### config.mk
export PLATFORM = sky130hd
export DESIGN_NAME = renesas_gpio_ctrl
export DESIGN_NICKNAME = d
export VERILOG_FILES = /design/src/rtl/renesas_gpio_ctrl.sv
export SDC_FILE = /design/constraint.sdc
export NUM_CORES = 1
export LEC_CHECK = 0
export ABC_AREA = 0
export BUFFER_PORTS_ARGS = -buffer_cell sky130_fd_sc_hd__buf_4
export CORE_AREA = 2 2 104 106
export CTS_CLUSTER_DIAMETER = 40
export DETAILED_ROUTE_END_ITERATION = 12
export DIE_AREA = 0 0 106 108
export PLACE_DENSITY = 0.89
export SYNTH_ARGS = -nofsm -noshare
export SYNTH_HDL_FRONTEND = slang
export SYNTH_SLANG_ARGS = --single-unit
### constraint.sdc
create_clock -name sys_if_clk -period 2.2 [get_ports sys_if_clk]
set_clock_uncertainty 0.15 [all_clocks]
set_input_delay 0 -clock sys_if_clk [delete_from_list [all_inputs] [get_ports sys_if_clk]]
set_output_delay 0 -clock sys_if_clk [all_outputs]
set_load 0.1 [all_outputs]
### src/rtl/renesas_gpio_ctrl.sv
// renesas_gpio_ctrl
// Register-mapped GPIO and RSTN controller for up to four jitter-cleaner
// devices. Each device owns a GPIO_W-bit pin group with direction and drive
// registers. The RSTN pin can be forced low for a programmable number of
// cycles.
//
// Optional feature macro: RENESAS_GPIO_IRQ_EN
//   When defined, per-pin edge detection, rise/fall enables, sticky W1C
//   status and the irq output are built.
//   When undefined, none of those flops exist: the enable and status
//   registers read 0 and ignore writes, and irq is tied low.

module renesas_gpio_ctrl #(
  parameter int NUM_DEV  = 2,
  parameter int GPIO_W   = 6,
  parameter int PULSE_CW = 16
) (
  input  logic                        sys_if_clk,
  input  logic                        sys_if_rstn,
  input  logic                        sys_if_wen,
  input  logic [31:0]                 sys_if_addr,
  input  logic [31:0]                 sys_if_wdata,
  output logic [31:0]                 sys_if_rdata,
  input  logic [127:0]                IO_HEADER_VALUE,
  input  logic                        IO_JITT_RSTN_IN_VALUE,
  output logic                        IO_JITT_RSTN_OUT_VALUE,
  output logic                        IO_JITT_RSTN_CFG_VALUE,
  input  logic [NUM_DEV*GPIO_W-1:0]   IO_GPIO_IN_VALUE,
  output logic [NUM_DEV*GPIO_W-1:0]   IO_GPIO_OUT_VALUE,
  output logic [NUM_DEV*GPIO_W-1:0]   IO_GPIO_CFG_VALUE,
  output logic                        irq
);

  localparam int BUS_W = NUM_DEV * GPIO_W;

  localparam logic [0:0] ST_IDLE = 1'b0;
  localparam logic [0:0] ST_BUSY = 1'b1;

  // Register offsets inside the global block and inside each device slot.
  localparam logic [4:0] OFF_HDR0     = 5'h00;
  localparam logic [4:0] OFF_HDR1     = 5'h04;
  localparam logic [4:0] OFF_HDR2     = 5'h08;
  localparam logic [4:0] OFF_HDR3     = 5'h0C;
  localparam logic [4:0] OFF_RSTN_IN  = 5'h10;
  localparam logic [4:0] OFF_RSTN_OUT = 5'h14;
  localparam logic [4:0] OFF_RSTN_CFG = 5'h18;
  localparam logic [4:0] OFF_PULSE    = 5'h1C;

  localparam logic [4:0] OFF_DEV_IN   = 5'h00;
  localparam logic [4:0] OFF_DEV_OUT  = 5'h04;
  localparam logic [4:0] OFF_DEV_CFG  = 5'h08;
`ifdef RENESAS_GPIO_IRQ_EN
  localparam logic [4:0] OFF_DEV_ERIS = 5'h0C;
  localparam logic [4:0] OFF_DEV_EFAL = 5'h10;
  localparam logic [4:0] OFF_DEV_STAT = 5'h14;
`endif

  // Only the low bits of wdata are stored; the rest are deliberately dropped.
  logic unusedWdata;
  assign unusedWdata = ^sys_if_wdata;

  // --------------------------------------------------------------------
  // Address decode
  // --------------------------------------------------------------------
  logic               globalSel;
  logic [NUM_DEV-1:0] devSel;
  logic [4:0]         regOff;

  assign regOff    = sys_if_addr[4:0];
  assign globalSel = (sys_if_addr[31:5] == 27'd0);

  // Slot d lives at (d+1)*0x20; slots beyond NUM_DEV simply never match.
  always_comb begin
    devSel = '0;
    for (int d = 0; d < NUM_DEV; d++) begin
      devSel[d] = (sys_if_addr[31:5] == 27'(d + 1));
    end
  end

  logic wrRstnOut;
  logic wrRstnCfg;
  logic wrPulse;

  assign wrRstnOut = sys_if_wen & globalSel & (regOff == OFF_RSTN_OUT);
  assign wrRstnCfg = sys_if_wen & globalSel & (regOff == OFF_RSTN_CFG);
  assign wrPulse   = sys_if_wen & globalSel & (regOff == OFF_PULSE);

  logic [NUM_DEV-1:0] wrOut;
  logic [NUM_DEV-1:0] wrCfg;

  // Per-device write strobes for the direction and drive registers.
  always_comb begin
    wrOut = '0;
    wrCfg = '0;
    for (int d = 0; d < NUM_DEV; d++) begin
      wrOut[d] = sys_if_wen & devSel[d] & (regOff == OFF_DEV_OUT);
      wrCfg[d] = sys_if_wen & devSel[d] & (regOff == OFF_DEV_CFG);
    end
  end

  // --------------------------------------------------------------------
  // Input synchronisers
  // --------------------------------------------------------------------
  logic             rstnMeta_q;
  logic             rstnSync_q;
  logic [BUS_W-1:0] gpioMeta_q;
  logic [BUS_W-1:0] gpioSync_q;

  // Two-flop synchronisers for the asynchronous RSTN and GPIO pins.
  always_ff @(posedge sys_if_clk or negedge sys_if_rstn) begin
    if (!sys_if_rstn) begin
      rstnMeta_q <= 1'b0;
      rstnSync_q <= 1'b0;
      gpioMeta_q <= '0;
      gpioSync_q <= '0;
    end else begin
      rstnMeta_q <= IO_JITT_RSTN_IN_VALUE;
      rstnSync_q <= rstnMeta_q;
      gpioMeta_q <= IO_GPIO_IN_VALUE;
      gpioSync_q <= gpioMeta_q;
    end
  end

  // --------------------------------------------------------------------
  // Global RSTN registers
  // --------------------------------------------------------------------
  logic rstnOut_q;
  logic rstnCfg_q;

  // Stored RSTN drive/direction; still writable while a pulse runs.
  always_ff @(posedge sys_if_clk or negedge sys_if_rstn) begin
    if (!sys_if_rstn) begin
      rstnOut_q <= 1'b0;
      rstnCfg_q <= 1'b1;
    end else begin
      if (wrRstnOut) rstnOut_q <= sys_if_wdata[0];
      if (wrRstnCfg) rstnCfg_q <= sys_if_wdata[0];
    end
  end

  // --------------------------------------------------------------------
  // RSTN pulse generator
  // --------------------------------------------------------------------
  logic [0:0]          state_q;
  logic [0:0]          state_d;
  logic [PULSE_CW-1:0] cnt_q;
  logic [PULSE_CW-1:0] cnt_d;
  logic                busy;

  assign busy = (state_q == ST_BUSY);

  // Start on a non-zero write while idle; count down and leave BUSY as the
  // counter hits zero, which holds RSTN low for exactly N cycles.
  always_comb begin
    state_d = state_q;
    cnt_d   = cnt_q;
    if (state_q == ST_IDLE) begin
      if (wrPulse && (sys_if_wdata[PULSE_CW-1:0] != '0)) begin
        state_d = ST_BUSY;
        cnt_d   = sys_if_wdata[PULSE_CW-1:0];
      end
    end else begin
      cnt_d = cnt_q - PULSE_CW'(1);
      if (cnt_q == PULSE_CW'(1)) begin
        state_d = ST_IDLE;
      end
    end
  end

  // Pulse state register; reset aborts any pulse in flight.
  always_ff @(posedge sys_if_clk or negedge sys_if_rstn) begin
    if (!sys_if_rstn) begin
      state_q <= ST_IDLE;
      cnt_q   <= '0;
    end else begin
      state_q <= state_d;
      cnt_q   <= cnt_d;
    end
  end

  assign IO_JITT_RSTN_OUT_VALUE = rstnOut_q & ~busy;
  assign IO_JITT_RSTN_CFG_VALUE = rstnCfg_q & ~busy;

  // --------------------------------------------------------------------
  // Per-device GPIO drive and direction
  // --------------------------------------------------------------------
  logic [NUM_DEV-1:0][GPIO_W-1:0] gpioOut_q;
  logic [NUM_DEV-1:0][GPIO_W-1:0] gpioCfg_q;

  // GPIO drive values and tristate controls; pins come up as inputs.
  always_ff @(posedge sys_if_clk or negedge sys_if_rstn) begin
    if (!sys_if_rstn) begin
      gpioOut_q <= '0;
      gpioCfg_q <= '1;
    end else begin
      for (int d = 0; d < NUM_DEV; d++) begin
        if (wrOut[d]) gpioOut_q[d] <= sys_if_wdata[GPIO_W-1:0];
        if (wrCfg[d]) gpioCfg_q[d] <= sys_if_wdata[GPIO_W-1:0];
      end
    end
  end

  assign IO_GPIO_OUT_VALUE = gpioOut_q;
  assign IO_GPIO_CFG_VALUE = gpioCfg_q;

  // --------------------------------------------------------------------
  // Edge-triggered interrupt logic
  // --------------------------------------------------------------------
`ifdef RENESAS_GPIO_IRQ_EN
  logic [BUS_W-1:0]               gpioDly_q;
  logic [1:0]                     fill_q;
  logic                           filled;
  logic [BUS_W-1:0]               riseEv;
  logic [BUS_W-1:0]               fallEv;
  logic [NUM_DEV-1:0][GPIO_W-1:0] irqEnRise_q;
  logic [NUM_DEV-1:0][GPIO_W-1:0] irqEnFall_q;
  logic [NUM_DEV-1:0][GPIO_W-1:0] irqStat_q;
  logic [NUM_DEV-1:0][GPIO_W-1:0] irqStat_d;
  logic [NUM_DEV-1:0]             wrEnRise;
  logic [NUM_DEV-1:0]             wrEnFall;
  logic [NUM_DEV-1:0]             wrStat;

  assign filled = (fill_q == 2'd2);
  assign riseEv = filled ? (gpioSync_q & ~gpioDly_q) : '0;
  assign fallEv = filled ? (~gpioSync_q & gpioDly_q) : '0;

  // Write strobes for the interrupt enable and status registers.
  always_comb begin
    wrEnRise = '0;
    wrEnFall = '0;
    wrStat   = '0;
    for (int d = 0; d < NUM_DEV; d++) begin
      wrEnRise[d] = sys_if_wen & devSel[d] & (regOff == OFF_DEV_ERIS);
      wrEnFall[d] = sys_if_wen & devSel[d] & (regOff == OFF_DEV_EFAL);
      wrStat[d]   = sys_if_wen & devSel[d] & (regOff == OFF_DEV_STAT);
    end
  end

  // Until the synchroniser has filled after reset, the delay flop tracks
  // the value stage 2 is about to take, so a pin already high is no edge.
  always_ff @(posedge sys_if_clk or negedge sys_if_rstn) begin
    if (!sys_if_rstn) begin
      fill_q    <= 2'd0;
      gpioDly_q <= '0;
    end else begin
      if (!filled) fill_q <= fill_q + 2'd1;
      gpioDly_q <= filled ? gpioSync_q : gpioMeta_q;
    end
  end

  // Sticky status: W1C clears, but a qualifying edge in the same cycle wins.
  always_comb begin
    irqStat_d = irqStat_q;
    for (int d = 0; d < NUM_DEV; d++) begin
      irqStat_d[d] = (irqStat_q[d] & ~(wrStat[d] ? sys_if_wdata[GPIO_W-1:0] : '0))
                   | (riseEv[d*GPIO_W +: GPIO_W] & irqEnRise_q[d])
                   | (fallEv[d*GPIO_W +: GPIO_W] & irqEnFall_q[d]);
    end
  end

  // Enable and status registers; changing an enable leaves status alone.
  always_ff @(posedge sys_if_clk or negedge sys_if_rstn) begin
    if (!sys_if_rstn) begin
      irqEnRise_q <= '0;
      irqEnFall_q <= '0;
      irqStat_q   <= '0;
    end else begin
      irqStat_q <= irqStat_d;
      for (int d = 0; d < NUM_DEV; d++) begin
        if (wrEnRise[d]) irqEnRise_q[d] <= sys_if_wdata[GPIO_W-1:0];
        if (wrEnFall[d]) irqEnFall_q[d] <= sys_if_wdata[GPIO_W-1:0];
      end
    end
  end

  assign irq = |irqStat_q;
`else
  assign irq = 1'b0;
`endif

  // --------------------------------------------------------------------
  // Read mux
  // --------------------------------------------------------------------
  // Zero-latency read path; anything not decoded returns 0.
  always_comb begin
    sys_if_rdata = '0;
    if (globalSel) begin
      case (regOff)
        OFF_HDR0:     sys_if_rdata = IO_HEADER_VALUE[31:0];
        OFF_HDR1:     sys_if_rdata = IO_HEADER_VALUE[63:32];
        OFF_HDR2:     sys_if_rdata = IO_HEADER_VALUE[95:64];
        OFF_HDR3:     sys_if_rdata = IO_HEADER_VALUE[127:96];
        OFF_RSTN_IN:  sys_if_rdata = 32'(rstnSync_q);
        OFF_RSTN_OUT: sys_if_rdata = 32'(rstnOut_q);
        OFF_RSTN_CFG: sys_if_rdata = 32'(rstnCfg_q);
        OFF_PULSE: begin
          sys_if_rdata     = 32'(cnt_q);
          sys_if_rdata[31] = busy;
        end
        default:      sys_if_rdata = '0;
      endcase
    end
    for (int d = 0; d < NUM_DEV; d++) begin
      if (devSel[d]) begin
        case (regOff)
          OFF_DEV_IN:   sys_if_rdata = 32'(gpioSync_q[d*GPIO_W +: GPIO_W]);
          OFF_DEV_OUT:  sys_if_rdata = 32'(gpioOut_q[d]);
          OFF_DEV_CFG:  sys_if_rdata = 32'(gpioCfg_q[d]);
`ifdef RENESAS_GPIO_IRQ_EN
          OFF_DEV_ERIS: sys_if_rdata = 32'(irqEnRise_q[d]);
          OFF_DEV_EFAL: sys_if_rdata = 32'(irqEnFall_q[d]);
          OFF_DEV_STAT: sys_if_rdata = 32'(irqStat_q[d]);
`endif
          default:      sys_if_rdata = '0;
        endcase
      end
    end
  end

endmodule

# Word-level counts from Yosys, hierarchy flattened
# Cells that the tools add are included.
dict set report op_classes {
  n_mux 11
  bitwise 13
  eq_ne 10
  reduce_logical 5
  addsub 1
}
# op count
set ops {}
lappend ops {{32-bit one-hot mux with 8 select lines} 1}
lappend ops {{32-bit two-way mux} 3}
lappend ops {{6-bit one-hot mux with 3 select lines} 2}
lappend ops {{16-bit two-way mux} 2}
lappend ops {{27-bit by 1-bit == test with 1-bit output, second input constant} 1}
lappend ops {{27-bit by 2-bit == test with 1-bit output, second input constant} 1}
lappend ops {{27-bit logical NOT} 1}
lappend ops {{5-bit == test, second input constant} 4}
lappend ops {{16-bit by 1-bit == test with 1-bit output, second input constant} 1}
lappend ops {{16-bit nonzero test} 1}
lappend ops {{16-bit by 1-bit subtractor with 16-bit output, second input constant} 1}
lappend ops {{1-bit bitwise AND} 12}
lappend ops {{5-bit by 4-bit == test with 1-bit output, second input constant} 2}
lappend ops {{5-bit by 3-bit == test with 1-bit output, second input constant} 1}
lappend ops {{5-bit logical NOT} 1}
lappend ops {{1-bit two-way mux} 3}
lappend ops {{2-bit nonzero test} 1}
lappend ops {{1-bit logical AND} 1}
lappend ops {{1-bit inverter} 1}
dict set report word_totals {
  in_bits 208
  output_inout_bits 59
  reg_bits 69
}

# Depth between registers and ports, before layout
dict set report depth {
  depth_word 6
  mapped_depth 8
}

# Worst setup path before layout
# Ideal clock, no wire load.
dict set report synth_path {
  path_type {flip-flop to output port}
  startpoint {register gpioOut_q (netlist bit IO_GPIO_OUT_VALUE[9])}
  endpoint {output sys_if_rdata[3]}
  path_buffers 0
  stages_incl_launch_ff 4
  slack_ps -752
  arrival_ps 2802
  path_cell_list {dfrtp_1 -> mux2_2 -> a222oi_1 -> a21oi_1}
}
dict set report synth_via {
  elab_chain_cells 2
}
# item line_no
set synth_rtl {}
lappend synth_rtl {{start: declaration} 187} ;# logic [NUM_DEV-1:0][GPIO_W-1:0] gpioOut_q;
lappend synth_rtl {{start signal: indexed assignment} 197} ;# if (wrOut[d]) gpioOut_q[d] <= sys_if_wdata[GPIO_W-1:0];
lappend synth_rtl {{6-bit one-hot mux with 3 select lines} 305} ;# case (regOff)
lappend synth_rtl {{32-bit two-way mux} 304} ;# if (devSel[d]) begin
lappend synth_rtl {{end: declaration} 23} ;# output logic [31:0] sys_if_rdata,
# Every way passes these cells.

# Worst setup path in the final report
dict set report layout_path {
  startpoint {input sys_if_addr[3]}
  endpoint {output sys_if_rdata[5]}
}
dict set report layout_via {
  elab_chain_cells 5
}
# item line_no
set layout_rtl {}
lappend layout_rtl {{start: declaration} 21} ;# input logic [31:0] sys_if_addr,
lappend layout_rtl {{5-bit == test, or another cell as far along} 288} ;# case (regOff)
lappend layout_rtl {{32-bit one-hot mux with 8 select lines} 288}
lappend layout_rtl {{32-bit two-way mux} 287} ;# if (globalSel) begin
lappend layout_rtl {{32-bit two-way mux} 304}
lappend layout_rtl {{32-bit two-way mux (*)} 304}
# Mark *: on every way between the ends. The rest lies on a longest branch, timed or not.

==> flow_summary.ini <==
[routing]
num_vias = 5148
dr.pass1.iters = 5
met2_wirelength_um = 9287
wl_per_cell_um = 20.20
finalWirelength_um = 17960
highest_layer = met5
postRouteAntennaNets = 0
routedLengthMet1_um = 6449
vias_per_cell = 5.791
routed_length_on_met3_um = 1490
drc = 0
detailedRoute.firstIterationViolations = 452

[worst_setup_path]
timing.reg2reg.setup_slack_ns = 0.15
end_kind = output port
arrival_ns = 1.95
rr_worst_depth = 5
startpoint_type = input pin
data_required_time_at_the_worst_endpoint_ns = 2.05
crit_path_max_fanout = 19
worst-setup-path-type = input pin to output port

[placed_design]
dp_cells = 842
place.port_buffers = 249
finalWeightedCongestion = 0.8832
placed_area_um2 = 6706
place_ws_ns = 0.07228
place_hpwl_um = 13620

[global_route]
number_of_global_route_vias_before_repair = 5281
largest_net_degree_at_the_start_of_global_routing = 70
grt_remaining_overflow = 0
grt_first_pass_wirelength_um = 27380
initial_antenna_violation_count = 1
groute.usage.overall_pct = 30.79

[layout]
fin_cells = 889
num-fill-cells = 775
final_core_utilization_pct = 70.92
flow.area_growth_from_synthesis_pct = 63.21
design.final.nets = 958
design_area_um2 = 7256
antenna_cells = 0
share_of_post_route_cells_with_drive_strength_above_1_pct = 51.26

[yosys]
synthesized_cell_area_um2 = 4446
syn-instance-count = 466
async_flop_share_pct = 100.0
synthTopCellsByCount = 56 x dfrtp_1, 49 x mux2i_1, 49 x nor2_1
synth_top_area_cell = dfrtp_1
synth_fp_nets = 676
post_synth_and_or_nand_nor_area_fraction_pct = 17.70
synth_compound_gate_area_share_pct = 17.20
yosys_most_used_dff = dfrtp_1
yosys.area_share.adder_pct = 0.5629
synth-warning-count = 0
multiplexer_fraction_of_the_synthesized_cell_area_pct = 21.17
synth_edf_count = 0
post_synth_xor_area_fraction_pct = 0
register_area_share_after_synthesis_pct = 39.21
yosys.area.top_type_share_pct = 31.52
synth.most_common_cell = dfrtp_1
synth.distinct_cells = 51
synth_top_cells_by_area = dfrtp_1 32%, mux2i_1 11%, dfstp_2 7.7%
syn-mean-instance-area_um2 = 9.540
synth_top_family_by_area = multiplexers
yosys_register_bits = 69

[timing]
report.final.slew_viol_count = 0
rsz0062_at_grt = no
hold_violations = 0
relSlewSlack_pct = 42.18
maxClockFrequency_mhz = 475.1
tightest_slew_ns = 0.8673
finalWorstPathRequiredPeriod_ns = 2.105
final_min_period_over_clock_period_pct = 95.67
final_critical_path_setup_slack_ns = 0.09521
setup_viol = 0

[pwr]
cellPowerDensity_nw_per_um2 = 422.2
vdd_drop_max_uv = 515.7
static-leakage-power_nw = 3.291

[clock_tree]
clock_latency_ns = 0.35
max-clock-path-buffers = 2
clkTransAtPathRegs_ns = 0.08
clockRootBuffer = clkbuf_8
post_cts_buffers = 0
cts_sink_count = 69
tritoncts = done
cts_buffer_count = 9
cts_max_level = 3

[hold_path]
whs_path_cells = 4
hold_path_class = input pin to flip-flop

[floorplan]
die_h_um = 108
die-area_um2 = 11450
fp.dieW_um = 106
core_area_um2 = 10230
num_rows = 37
num_io_pins = 267
start_util_pct = 43.45

[run_status]
run_status = completed

[run]
drv.max_cap_violation_count = 0
-- area by class of cell --
type / instances / area, um2 / area share, %
timing repair buffer: 304 / 2385 / 32.87
clock buffer: 10 / 127.6 / 1.759
clock inverter: 6 / 88.84 / 1.224
multi-input combinational: 358 / 2719 / 37.47
tap: 136 / 170.2 / 2.345
inverter: 6 / 22.52 / 0.3104
sequential: 69 / 1743 / 24.02
-- cell families (layout without fill, tap and decap cells) --
kind of cell    after synthesis  after routing
simple gates                153            153
compound gates              118            118
mux                          84             84
flops                        69             69
buf+inv                      39            326
fa+ha+maj                     2              2
other cells                   1              1
-- critical path, cell delays in order --
cell	delay [ns]
buf_4	0.10
buf_4	0.27
nand2b_1	0.49
nor2_1	0.18
a222oi_1	0.54
a21oi_4	0.12
buf_4	0.25
-- worst paths after layout --
check	startpoint	endpoint
max in group asynchronous	sys_if_rstn	IO_GPIO_OUT_VALUE[4]
min in group asynchronous	sys_if_rstn	gpioSync_q[2]
min reg2reg	gpioMeta_q[6]	gpioSync_q[6]
max reg2reg	cnt_q[6]	cnt_q[9]
max	sys_if_addr[3]	sys_if_rdata[5]
min	sys_if_wen	cnt_q[1]
-- per-stage QoR --
stage	power, mW	hold WS [ns]	setup TNS [ns]
3_3_place_gp	1.862	-0.04081	0
6_report	3.063	0.07230	0
5_1_grt	3.173	0.09196	0
3_5_place_dp	1.879	-0.03958	0
4_1_cts	3.061	0.06657	0
2_1_floorplan	1.512	-0.4456	-0.5332
-- cell usage in the layout, fill, tap and decap left out, drive strengths merged, types with 3 or more instances in the layout --
| cell | synthesis | routed |
|---|---|---|
| or3 | 6 | 6 |
| clkbuf | 17 | 10 |
| dlygate4sd3 | 0 | 31 |
| o21ai | 35 | 35 |
| nand3b | 3 | 3 |
| a21oi | 18 | 18 |
| nor3 | 7 | 7 |
| mux4 | 3 | 3 |
| nor2 | 50 | 50 |
| and2 | 3 | 3 |
| nor4 | 12 | 12 |
| a31oi | 9 | 9 |
| a222oi | 5 | 5 |
| o22ai | 11 | 11 |
| and3 | 6 | 6 |
| nand3 | 9 | 9 |
| nand2 | 33 | 33 |
| nor2b | 6 | 6 |
| mux2 | 32 | 32 |
| mux2i | 49 | 49 |
| dfstp | 13 | 13 |
| buf | 16 | 273 |
| nand4 | 5 | 5 |
| dfrtp | 56 | 56 |
| inv | 6 | 6 |
| o2bb2ai | 6 | 6 |
| a22oi | 21 | 21 |
-- report_power, final --
group          switching [mW]  total (mW)  internal (mW)
sequential            0.00749        1.30           1.29
clock                   0.517        1.16          0.638
combinational           0.257       0.608          0.351
-- layer usage --
layer | vias up | GRT usage (%)
met3 | 67 | 8.017
met5 | - | 0
li1 | 2311 | -
met1 | 2472 | 34.51
met4 | 2 | 12.78
met2 | 296 | 55.71
-- repair_timing --
item                                   CTS  global route
hold buffers                            31             0
resized for setup                        0             5
setup endpoints to repair                0            14
endpoints found under the hold margin  111             0
-- registers in the layout (all words and copies together) (netlist names) --
name and count:
rstnCfg_q 1, busy 1, rstnOut_q 1, cnt_q 16, rstnSync_q 1, IO_GPIO_OUT_VALUE 12, gpioSync_q 12, rstnMeta_q 1
gpioMeta_q 12, IO_GPIO_CFG_VALUE 12
Power figures use the tool's default switching activity.
